--- src/rtl/ball_pixel_renderer.sv ---
// Ball pixel renderer: latches ball position at the start of vertical blanking
// and renders RGB444 through a 2-stage pipeline. Option: PLAYFIELD_BORDER_EN.
module ball_pixel_renderer #(
  parameter int          BALL_SIZE    = 10,
  parameter int          H_ACT_START  = 144,
  parameter int          H_ACT_END    = 784,
  parameter int          V_ACT_START  = 35,
  parameter int          V_ACT_END    = 515,
  parameter logic [11:0] BALL_COLOR   = 12'hFFF,
  parameter logic [11:0] BG_COLOR     = 12'h000,
  parameter logic [11:0] BORDER_COLOR = 12'h0F0
) (
  input  logic       clk,
  input  logic       reset,
  input  logic [9:0] hcount,
  input  logic [9:0] vcount,
  input  logic       hsync_in,
  input  logic       vsync_in,
  input  logic [9:0] ball_x_pos,
  input  logic [9:0] ball_y_pos,
  output logic [3:0] red,
  output logic [3:0] green,
  output logic [3:0] blue,
  output logic       hsync_out,
  output logic       vsync_out,
  output logic       pixel_active,
  output logic [7:0] frame_count
);

  localparam logic [10:0] HS = 11'(H_ACT_START);
  localparam logic [10:0] HE = 11'(H_ACT_END);
  localparam logic [10:0] VS = 11'(V_ACT_START);
  localparam logic [10:0] VE = 11'(V_ACT_END);
  localparam logic [10:0] BS = 11'(BALL_SIZE);

  logic [10:0] h11;
  logic [10:0] v11;

  assign h11 = {1'b0, hcount};
  assign v11 = {1'b0, vcount};

  logic [9:0] bx_q, bx_d;
  logic [9:0] by_q, by_d;
  logic [7:0] fc_q, fc_d;
  logic       latch;

  assign latch = (hcount == 10'd0) && (v11 == VE);

  always_comb begin
    bx_d = bx_q;
    by_d = by_q;
    fc_d = fc_q;
    if (latch) begin
      bx_d = ball_x_pos;
      by_d = ball_y_pos;
      fc_d = fc_q + 8'd1;
    end
  end

  always_ff @(posedge clk) begin
    if (!reset) begin
      bx_q <= '0;
      by_q <= '0;
      fc_q <= '0;
    end else begin
      bx_q <= bx_d;
      by_q <= by_d;
      fc_q <= fc_d;
    end
  end

  // Stage 1: decode region and ball hit against the held position.
  logic [10:0] bx_end;
  logic [10:0] by_end;
  logic        act1_d, ball1_d, bord1_d;
  logic        act1_q, ball1_q, bord1_q;
  logic        hs1_q, vs1_q;

  assign bx_end = {1'b0, bx_q} + BS;
  assign by_end = {1'b0, by_q} + BS;

  always_comb begin
    act1_d = (h11 >= HS) && (h11 < HE) &&
             (v11 >= VS) && (v11 < VE);
    ball1_d = (h11 >= {1'b0, bx_q}) && (h11 < bx_end) &&
              (v11 >= {1'b0, by_q}) && (v11 < by_end);
  end

`ifdef PLAYFIELD_BORDER_EN
  always_comb begin
    bord1_d = (h11 == HS) || (h11 == HE - 11'd1) ||
              (v11 == VS) || (v11 == VE - 11'd1);
  end
`else
  logic unused_border;
  assign unused_border = ^BORDER_COLOR;
  assign bord1_d = 1'b0;
`endif

  always_ff @(posedge clk) begin
    if (!reset) begin
      act1_q  <= 1'b0;
      ball1_q <= 1'b0;
      bord1_q <= 1'b0;
      hs1_q   <= 1'b1;
      vs1_q   <= 1'b1;
    end else begin
      act1_q  <= act1_d;
      ball1_q <= ball1_d;
      bord1_q <= bord1_d;
      hs1_q   <= hsync_in;
      vs1_q   <= vsync_in;
    end
  end

  // Stage 2: colour select, border over ball over background.
  logic [11:0] rgb_d, rgb_q;
  logic        act2_q, hs2_q, vs2_q;

  always_comb begin
    rgb_d = 12'h000;
    if (act1_q) begin
      if (bord1_q)
        rgb_d = BORDER_COLOR;
      else if (ball1_q)
        rgb_d = BALL_COLOR;
      else
        rgb_d = BG_COLOR;
    end
  end

  always_ff @(posedge clk) begin
    if (!reset) begin
      rgb_q  <= '0;
      act2_q <= 1'b0;
      hs2_q  <= 1'b1;
      vs2_q  <= 1'b1;
    end else begin
      rgb_q  <= rgb_d;
      act2_q <= act1_q;
      hs2_q  <= hs1_q;
      vs2_q  <= vs1_q;
    end
  end

  assign red          = rgb_q[11:8];
  assign green        = rgb_q[7:4];
  assign blue         = rgb_q[3:0];
  assign hsync_out    = hs2_q;
  assign vsync_out    = vs2_q;
  assign pixel_active = act2_q;
  assign frame_count  = fc_q;

endmodule

--- config.mk ---
export PLATFORM = sky130hd
export DESIGN_NAME = ball_pixel_renderer
export DESIGN_NICKNAME = d
export VERILOG_FILES = /design/src/rtl/ball_pixel_renderer.sv
export SDC_FILE = /design/constraint.sdc
export NUM_CORES = 1
export LEC_CHECK = 0
export CORE_UTILIZATION = 49
export DETAILED_ROUTE_END_ITERATION = 16
export GPL_TIMING_DRIVEN = 0
export PLACE_DENSITY_LB_ADDON = 0.1
export SLEW_MARGIN = 40
export SYNTH_ARGS = -nofsm -noshare
export SYNTH_HDL_FRONTEND = slang
export SYNTH_SLANG_ARGS = --single-unit
--- constraint.sdc ---
create_clock -name clk -period 2.8 [get_ports clk]
set_clock_uncertainty 0.05 [all_clocks]
set_input_delay 0.42 -clock clk [delete_from_list [all_inputs] [get_ports clk]]
set_output_delay 0.42 -clock clk [all_outputs]
set_load 0.02 [all_outputs]
==> out/metrics.cfg, run 1 <==
[outcome]
outcome=finished clean

[drt]
drtIter0Drc=62
vias=2398
avgRoutedWirePerCell_um=12.79
drc_errors=0
antenna_left=0
drt-total-wl_um=5859
vias_per_cell=5.236
drtPass1Iterations=4

[timing]
finalSetupViolCount=0
holdWs_ns=0.3579
final_max_slew_viol_count=0
period_share_pct=86.94
fin_setup_tns_ns=0
worst_slew_pin_slew_ns=0.5204
max_freq_ghz=0.4108
hold_violations=0
grt_setup_unrepaired=false
finalCriticalPeriod_ns=2.434
slew-limit-headroom_pct=64.99

[setup_path]
endpoint_kind=flop
critPathSlowestCell=clkdlybuf4s50_1
crit_chain=clkdlybuf4s50_1 > nor4_1 > nand3_1 > or2_1 > clkbuf_1 > clkbuf_1 > nand2_1 > a21oi_1
worstPathRequired_ns=2.91
slowest_delay_ns=0.51
reg2reg_slack_ns=0.47
r2r_end=ball1_q
cp_max_fo=10
crit_top_cell=clkbuf_1
r2r-start=by_q[1]
worstRegToRegCells=9
worstSetupStartpointType=primary input
crit_type=in -> reg
cp_data_arrival_time_ns=2.54

[cts]
cts_resized=0
cts_max_level=2
clk_pin_slew_worst_paths_ns=0.07
clkLatencyLatePin_ns=0.30
clk_path_buf_depth=2
cts_tree=yes
cts_made_buffers=5
hold_buffers=0
clock_sinks=36
postCtsSetupBuffers=0
root_buffer=clkbuf_8

[yosys]
synthTopCellsByArea=dfxtp_1, ha_1, nand2_1, a21oi_1, xnor2_1
synth_area_sq_mm=0.002547
postSynthAreaPerCell_sq_um=8.036
async_flop_share_pct=0
synth.distinct_cells=41
synth_top_area_share_pct=28.29
synth_edf_count=0
syn-num-nets=402
synth_seq_area_share_pct=28.29
synth_cells=317
yosys_most_used_dff=dfxtp_1
synth_seq_cells=36
yosysWarnings=0
synth_area_leader_cell=dfxtp_1

[hold_path]
holdPathEnd=hsync_out
min_path_cells=1
hold_class=reg -> reg
hp-start=hs1_q

[layout]
final_common_cell=clkdlybuf4s50_1
num_antenna_cells=0
area_growth_syn_to_layout_pct=33.45
drive_above_1_share_pct=6.138
final_util_pct=70.12
final_cell_mix=clkdlybuf4s50_1, nand2_1, ha_1, dfxtp_1, a21oi_1
final_nets=475
final_cells=458

[power_and_ir_drop]
p_total_w=0.001135
p_leak_nw=1.258
p_switching_w=0.0002614
peakVddDrop_mv=0.2883
p_int_w=0.0008734
p_seq_share_pct=45.6
clockPowerShare_pct=40.0
switching_share_pct=23.04
p_per_area_mw_per_mm2=333.8
combPwrFrac_pct=14.4

[die]
die_h_um=74.11
die_area_sq_mm=0.005492
start_util_pct=52.54
die_w_um=74.11
ios=67
rows=25
core-area_sq_mm=0.004848

[place]
hpwl_um=4694
io_buffers=66
place_inst=450
place_congestion=0.8244

[grt]
grt_pass1_vias=2184
grt_max_degree=13
antenna_found_initial=0
grt_remaining_overflow=0
grt_usage_pct=22.98
grt_pass1_wl_um=9639

[job]
cap_violations=0

==> Yosys cell counts (3+ instances only) <==
library cell	number
or3_1	3
a21o_1	4
nand2b_1	6
dfxtp_1	36
clkbuf_1	6
inv_1	25
nor4_1	5
nor2_1	12
ha_1	41
xnor2_1	17
buf_4	11
a21oi_1	35
and3_1	3
o21ai_0	9
nand4_1	5
nand3_1	7
o211ai_1	3
nor3_1	8
nand2_1	53
==> registers in the layout, indices dropped and copies added (netlist names) <==
signal / flops
act1_q: 1
by_q: 10
hs1_q: 1
frame_count: 8
ball1_q: 1
rgb_q: 1
vs1_q: 1
bx_q: 10
vsync_out: 1
hsync_out: 1
pixel_active: 1
==> kinds of logic (layout without fill, tap and decap cells) <==
| kind of cell | count (synthesis) | count (layout) | share of synthesized area [%] |
|---|---|---|---|
| flops | 36 | 36 | 28.29 |
| simple gates | 110 | 110 | 21.12 |
| compound gates | 67 | 67 | 15.72 |
| xor+xnor | 19 | 19 | 6.532 |
| buf+inv | 44 | 118 | 8.202 |
| fa+ha+maj | 41 | 41 | 20.14 |
==> cell type report <==
type | instances | area [sq um]
flip-flops and latches | 36 | 720.7
inverters | 25 | 93.84
clock inverters | 2 | 35.03
plain buffers | 19 | 115.1
repair buffers | 66 | 660.6
multi-input cells | 237 | 1618
fillers | 403 | 1449
clock buffers | 6 | 72.57
well taps | 67 | 83.83
==> per-layer routing <==
metal	up-vias	share of wire, %	global-route usage, %
met5	-	0	0
met4	0	1.1	6.410
met3	6	4.4	5.556
met2	52	48	39.19
met1	1105	46	28.82
li1	1235	-	-
==> through the flow <==
stage | setup WS (ns) | area, sq um
global route | 0.2081 | 3400
global placement | 0.1423 | 3292
detailed placement | 0.1053 | 3292
CTS | 0.3613 | 3400
finish | 0.3656 | 3400
floorplan | 0.7686 | 2547
==> power groups by stage <==
stage	Clock (W)	Combinational [W]	Sequential, W
floorplan	0	0.0000628	0.000531
global placement	0	0.000159	0.000529
detailed placement	0	0.000163	0.000529
CTS	0.000458	0.000164	0.000517
global route	0.000479	0.000182	0.000517
finish	0.000454	0.000164	0.000517
==> critical path: cells and delay by family <==
kind            cells  cell delay [ns]
buf+inv             3             0.91
compound gates      1             0.07
simple gates        4             1.14
==> how the worst max path moves through the flow <==
stage               from       to  slack, ns  cells past startpoint
2_1_floorplan    by_q[1]  ball1_q       0.77                     10
3_3_place_gp   hcount[8]  bx_q[3]       0.14                      8
3_5_place_dp   hcount[8]  bx_q[6]       0.11                      8
4_1_cts        hcount[8]  bx_q[7]       0.36                      8
5_1_grt        hcount[8]  bx_q[7]       0.21                      8
6_report       hcount[8]  bx_q[7]       0.37                      8
(Power assumes the default switching activity.)
==> run 2: changes to the inputs <==
--- a/constraint.sdc
+++ b/constraint.sdc
@@ -3,3 +3,3 @@
 set_input_delay 0.42 -clock clk [delete_from_list [all_inputs] [get_ports clk]]
 set_output_delay 0.42 -clock clk [all_outputs]
-set_load 0.02 [all_outputs]
+set_load 0.1 [all_outputs]
==> run 2 against run 1 <==
  * Fmax rose by 2.0%
  * Sequential share of layout area is 0.74 points higher
  * Sequential power about the same
  * Critical path type unchanged
  * Largest cell class unchanged
==> out/metrics.cfg, run 2 (synthesis gave the netlist of run 1 again) <==
[hold_path]
hold_class=reg -> reg

[timing]
slew-limit-headroom_pct=64.93  ; about the same
period_share_pct=85.26  ; -1.7 points
fin_setup_tns_ns=0  ; unchanged
finalSetupViolCount=0  ; unchanged
max_freq_ghz=0.4189  ; +2.0%
worst_slew_pin_slew_ns=0.5260  ; +0.005617 ns
finalCriticalPeriod_ns=2.387  ; -0.04723 ns
hold_violations=0  ; unchanged
grt_setup_unrepaired=false
final_max_slew_viol_count=0  ; unchanged

[cts]
clock_sinks=36  ; unchanged
clk_path_buf_depth=2  ; unchanged
hold_buffers=0  ; unchanged
clkLatencyLatePin_ns=0.29  ; about the same
clk_pin_slew_worst_paths_ns=0.07  ; about the same
cts_max_level=2  ; unchanged
root_buffer=clkbuf_8
postCtsSetupBuffers=0  ; unchanged
cts_resized=0  ; unchanged
cts_tree=yes
cts_made_buffers=5  ; unchanged

[setup_path]
cp_max_fo=10  ; unchanged
crit_type=in -> reg
endpoint_kind=flop
worstPathRequired_ns=2.90  ; about the same
slowest_delay_ns=0.51  ; about the same
worstSetupStartpointType=primary input
crit_chain=clkdlybuf4s50_1 > nor4_1 > nand3_1 > or2_1 > clkbuf_1 > clkbuf_1 > nand2_1 > a21oi_1
crit_top_cell=clkbuf_1
critPathSlowestCell=clkdlybuf4s50_1
cp_data_arrival_time_ns=2.49  ; -0.05 ns

[job]
cap_violations=0  ; unchanged

[grt]
gr-usage-met1_pct=29.68  ; +0.86 points
antenna_found_initial=0  ; unchanged
use_met3_pct=4.878  ; -0.68 points
grt_remaining_overflow=0  ; unchanged
busiest_layer=met2
grt_pass1_vias=2128  ; -2.6%
grt_pass1_wl_um=9556  ; -0.86%
grt_max_degree=13  ; unchanged
met2_usage_pct=38.18  ; -1.0 points
grt_usage_pct=22.68  ; -0.30 points

[layout]
final_nets=475  ; unchanged
num_antenna_cells=0  ; unchanged
final_common_cell=nand2_1
final_cell_mix=nand2_1, clkdlybuf4s50_1, ha_1, dfxtp_1, a21oi_1
area_growth_syn_to_layout_pct=28.93
drive_above_1_share_pct=12.02  ; +5.9 points

[power_and_ir_drop]
p_per_area_mw_per_mm2=346.5  ; +3.8%
p_total_w=0.001138  ; +0.28%
peakVddDrop_mv=0.2787  ; -3.3%
p_leak_nw=1.301  ; +3.4%

[drt]
vias_per_cell=5.105  ; -2.5%
drtPass1Iterations=4  ; unchanged
avgRoutedWirePerCell_um=12.62  ; -1.3%
antenna_left=0  ; unchanged
drt-total-wl_um=5781  ; -1.3%
vias=2338  ; -2.5%
drtIter0Drc=82  ; +32%
drc_errors=0  ; unchanged

[die]
ios=67  ; unchanged
die_area_sq_mm=0.005492  ; unchanged
core-area_sq_mm=0.004848  ; unchanged
start_util_pct=52.54  ; unchanged
die_w_um=74.11  ; unchanged
rows=25  ; unchanged
die_h_um=74.11  ; unchanged

[place]
place_congestion=0.8244  ; unchanged
hpwl_um=4678  ; -0.36%
io_buffers=66  ; unchanged

[outcome]
outcome=finished clean

## run 2: cell type report
| cell class | count | area [sq um] |
|---|---|---|
| fillers | 437 | 1564 |
| plain buffers | 19 | 115.1 |
| repair buffers | 66 | 545.5 |
| well taps | 67 | 83.83 |
| flip-flops and latches | 36 | 720.7 |
| multi-input cells | 237 | 1618 |
| inverters | 25 | 93.84 |
| clock buffers | 6 | 72.57 |
| clock inverters | 2 | 35.03 |
## run 2: power breakdown
part	switching (W)	leakage [nW]	total [W]	internal [W]
clock	0.000182	0.0552	0.000447	0.000264
sequential	0.000000953	0.291	0.000517	0.000516
combinational	0.0000831	0.954	0.000174	0.0000913
## run 2: layer usage
metal	part of all wire [%]	routed length, um	vias up
met2	48	2760	50
met1	47	2712	1045
met4	0.85	49	0
met5	0	0	-
li1	-	-	1239
met3	4.5	259	4
## run 2: worst paths after layout
path,startpoint,end,slack [ns],depth (start not counted)
hold reg to reg,hs1_q,hsync_out,0.36,1
hold / removal,hs1_q,hsync_out,0.36,1
setup reg to reg,by_q[1],ball1_q,0.45,9
setup / recovery,hcount[8],bx_q[6],0.41,8
## run 2: worst max-delay path, delay by kind of cell
kind	cells	cell delay, ns
AND/OR/NAND/NOR	4	1.10
buffers and inverters	3	0.90
AO/OA/AOI/OAI	1	0.07
## run 2: per-stage QoR
stage | setup WS [ns] | instances | hold WS, ns | util, % | instance area [sq um]
5_1_grt | 0.1971 | 458 | 0.3655 | 67.74 | 3284
3_5_place_dp | 0.1012 | 450 | 0.3433 | 65.52 | 3177
4_1_cts | 0.4046 | 458 | 0.3586 | 67.74 | 3284
2_1_floorplan | 0.7548 | 317 | 0.3363 | - | 2547
3_3_place_gp | 0.1423 | 450 | 0.3407 | 67.90 | 3292
6_report | 0.4128 | 458 | 0.3558 | 67.74 | 3284
==> run 3: changes to the inputs <==
CORE_MARGIN = 2   (was unset)
GPL_ROUTABILITY_DRIVEN = 0   (was unset)
==> run 3 against run 2 <==
  * Global-route usage shrank 1.5 points
  * Non-clock buffer count did not move
  * Die area up 5.5%
  * Hold slack improved by 0.0018 ns
  * Utilization shrank 3.2 points
  * Total power fell by 5.4%
  * Highest routed layer unchanged
==> out/metrics.cfg, run 3 (synthesis gave the netlist of run 1 again) <==
[timing]
finalSetupViolCount=0  ; unchanged
grt_setup_unrepaired=false
holdWs_ns=0.3575  ; +0.001771 ns
finalCriticalPeriod_ns=2.381  ; -0.006361 ns
period_share_pct=85.03  ; -0.23 points
hold_violations=0  ; unchanged
slew-limit-headroom_pct=64.57  ; -0.36 points
final_max_slew_viol_count=0  ; unchanged
worst_slew_pin_slew_ns=0.5180  ; -0.008000 ns
max_freq_ghz=0.4200  ; +0.27%
fin_setup_tns_ns=0  ; unchanged

[drt]
vias_per_cell=5.124  ; +0.37%
drtIter0Drc=79  ; -3.7%
avgRoutedWirePerCell_um=12.47  ; -1.2%
vias=2362  ; +1.0%
drtPass1Iterations=4  ; unchanged
antenna_left=0  ; unchanged
drc_errors=0  ; unchanged
drt-total-wl_um=5749  ; -0.55%

[cts]
clkLatencyLatePin_ns=0.29  ; about the same
cts_resized=0  ; unchanged
cts_max_level=2  ; unchanged
clock_sinks=36  ; unchanged
cts_tree=yes
root_buffer=clkbuf_8
clk_pin_slew_worst_paths_ns=0.07  ; about the same
postCtsSetupBuffers=0  ; unchanged
cts_made_buffers=5  ; unchanged
hold_buffers=0  ; unchanged
clk_path_buf_depth=2  ; unchanged

[setup_path]
crit_top_cell=clkbuf_1
critPathSlowestCell=clkdlybuf4s50_1
worstSetupStartpointType=primary input
crit_chain=clkdlybuf4s50_1 > nor4_1 > nand3_1 > or2_1 > clkbuf_1 > clkbuf_1 > nand2_1 > a21oi_1
r2r-start=by_q[1]
endpoint_kind=flop
crit_type=in -> reg
worstRegToRegCells=9  ; unchanged
cp_data_arrival_time_ns=2.50  ; about the same
cp_max_fo=10  ; unchanged
slowest_delay_ns=0.51  ; about the same
cp-startpoint=hcount[8]
worstPathRequired_ns=2.92  ; +0.02 ns

[place]
io_buffers=66  ; unchanged
hpwl_um=4713  ; +0.77%

[power_and_ir_drop]
peakVddDrop_mv=0.2698  ; -3.2%
p_per_area_mw_per_mm2=329.0  ; -5.0%
p_leak_nw=1.296  ; -0.32%

[grt]
grt_usage_pct=21.16  ; -1.5 points
grt_max_degree=13  ; unchanged
antenna_found_initial=0  ; unchanged
grt_pass1_vias=2263  ; +6.3%
grt_remaining_overflow=0  ; unchanged
grt_pass1_wl_um=10010  ; +4.8%

[die]
die_area_sq_mm=0.005792  ; +5.5%
die_w_um=76.11  ; +2.7%
ios=67  ; unchanged
start_util_pct=50.20  ; -2.3 points
core-area_sq_mm=0.005075  ; +4.7%
die_h_um=76.11  ; +2.7%
rows=26  ; +4.0%

[layout]
fillers=483  ; +11%
multi_input_area_sq_mm=0.001618  ; unchanged
final_nets=475  ; unchanged
area_growth_syn_to_layout_pct=28.49
num_antenna_cells=0  ; unchanged
final_common_cell=nand2_1
regArea_sq_um=720.7  ; unchanged
final_util_pct=64.50  ; -3.2 points
final_cell_mix=nand2_1, clkdlybuf4s50_1, ha_1, dfxtp_1, a21oi_1
drive_above_1_share_pct=12.28  ; +0.26 points

[job]
cap_violations=0  ; unchanged

[outcome]
outcome=finished clean

[hold_path]
hp-start=vs1_q
min_path_cells=1  ; unchanged
hold_class=reg -> reg

-- run 3: cell types whose count changed in the layout (fill, tap and decap cells not counted) --
cell and delta:
bufinv_16 -1, clkinv_2 +1, clkbuf_8 +1, clkbuf_1 -1
-- run 3: final cells by class --
cell class | instances | area share, %
Multi-Input combinational cell | 237 | 49.43
Sequential cell | 36 | 22.02
Timing Repair Buffer | 66 | 16.67
Buffer | 19 | 3.517
Inverter | 25 | 2.867
Tap cell | 70 | 2.676
Clock buffer | 6 | 2.523
Clock inverter | 2 | 0.3058
-- run 3: per-stage QoR --
step	cell area, sq um	power (W)	cells	worst slack [ns]
floorplan	2547	0.0006061	317	0.7548
global route	3273	0.001124	461	0.1800
CTS	3273	0.001084	461	0.4038
global placement	3296	0.0007002	453	0.1568
finish	3273	0.001077	461	0.4191
detailed placement	3181	0.0007024	453	0.09843
-- run 3: layer usage --
layer / share of wire, % / track usage [%] / wire length [um] / vias to the layer above
met4: 2.3 / 9.455 / 133 / 0
met1: 46 / 26.49 / 2673 / 1054
met2: 46 / 34.73 / 2631 / 61
met5: 0 / 0 / 0 / -
met3: 5.4 / 4.976 / 310 / 12
li1: - / - / - / 1235
-- run 3: power breakdown --
group,total (W),internal [W],switching [W]
Clock,0.000386,0.000196,0.000190
Combinational,0.000174,0.0000914,0.0000827
Sequential,0.000517,0.000516,0.000000887
-- run 3: worst max-delay path: cells and delay by family --
family / cells / cell delay (ns)
AND/OR/NAND/NOR: 4 / 1.09
buffers and inverters: 3 / 0.91
AO/OA/AOI/OAI: 1 / 0.07
-- run 3: worst paths after layout --
check	endpoint	slack (ns)
max	bx_q[1]	0.42
min	vsync_out	0.36
max reg2reg	ball1_q	0.48
min reg2reg	vsync_out	0.36
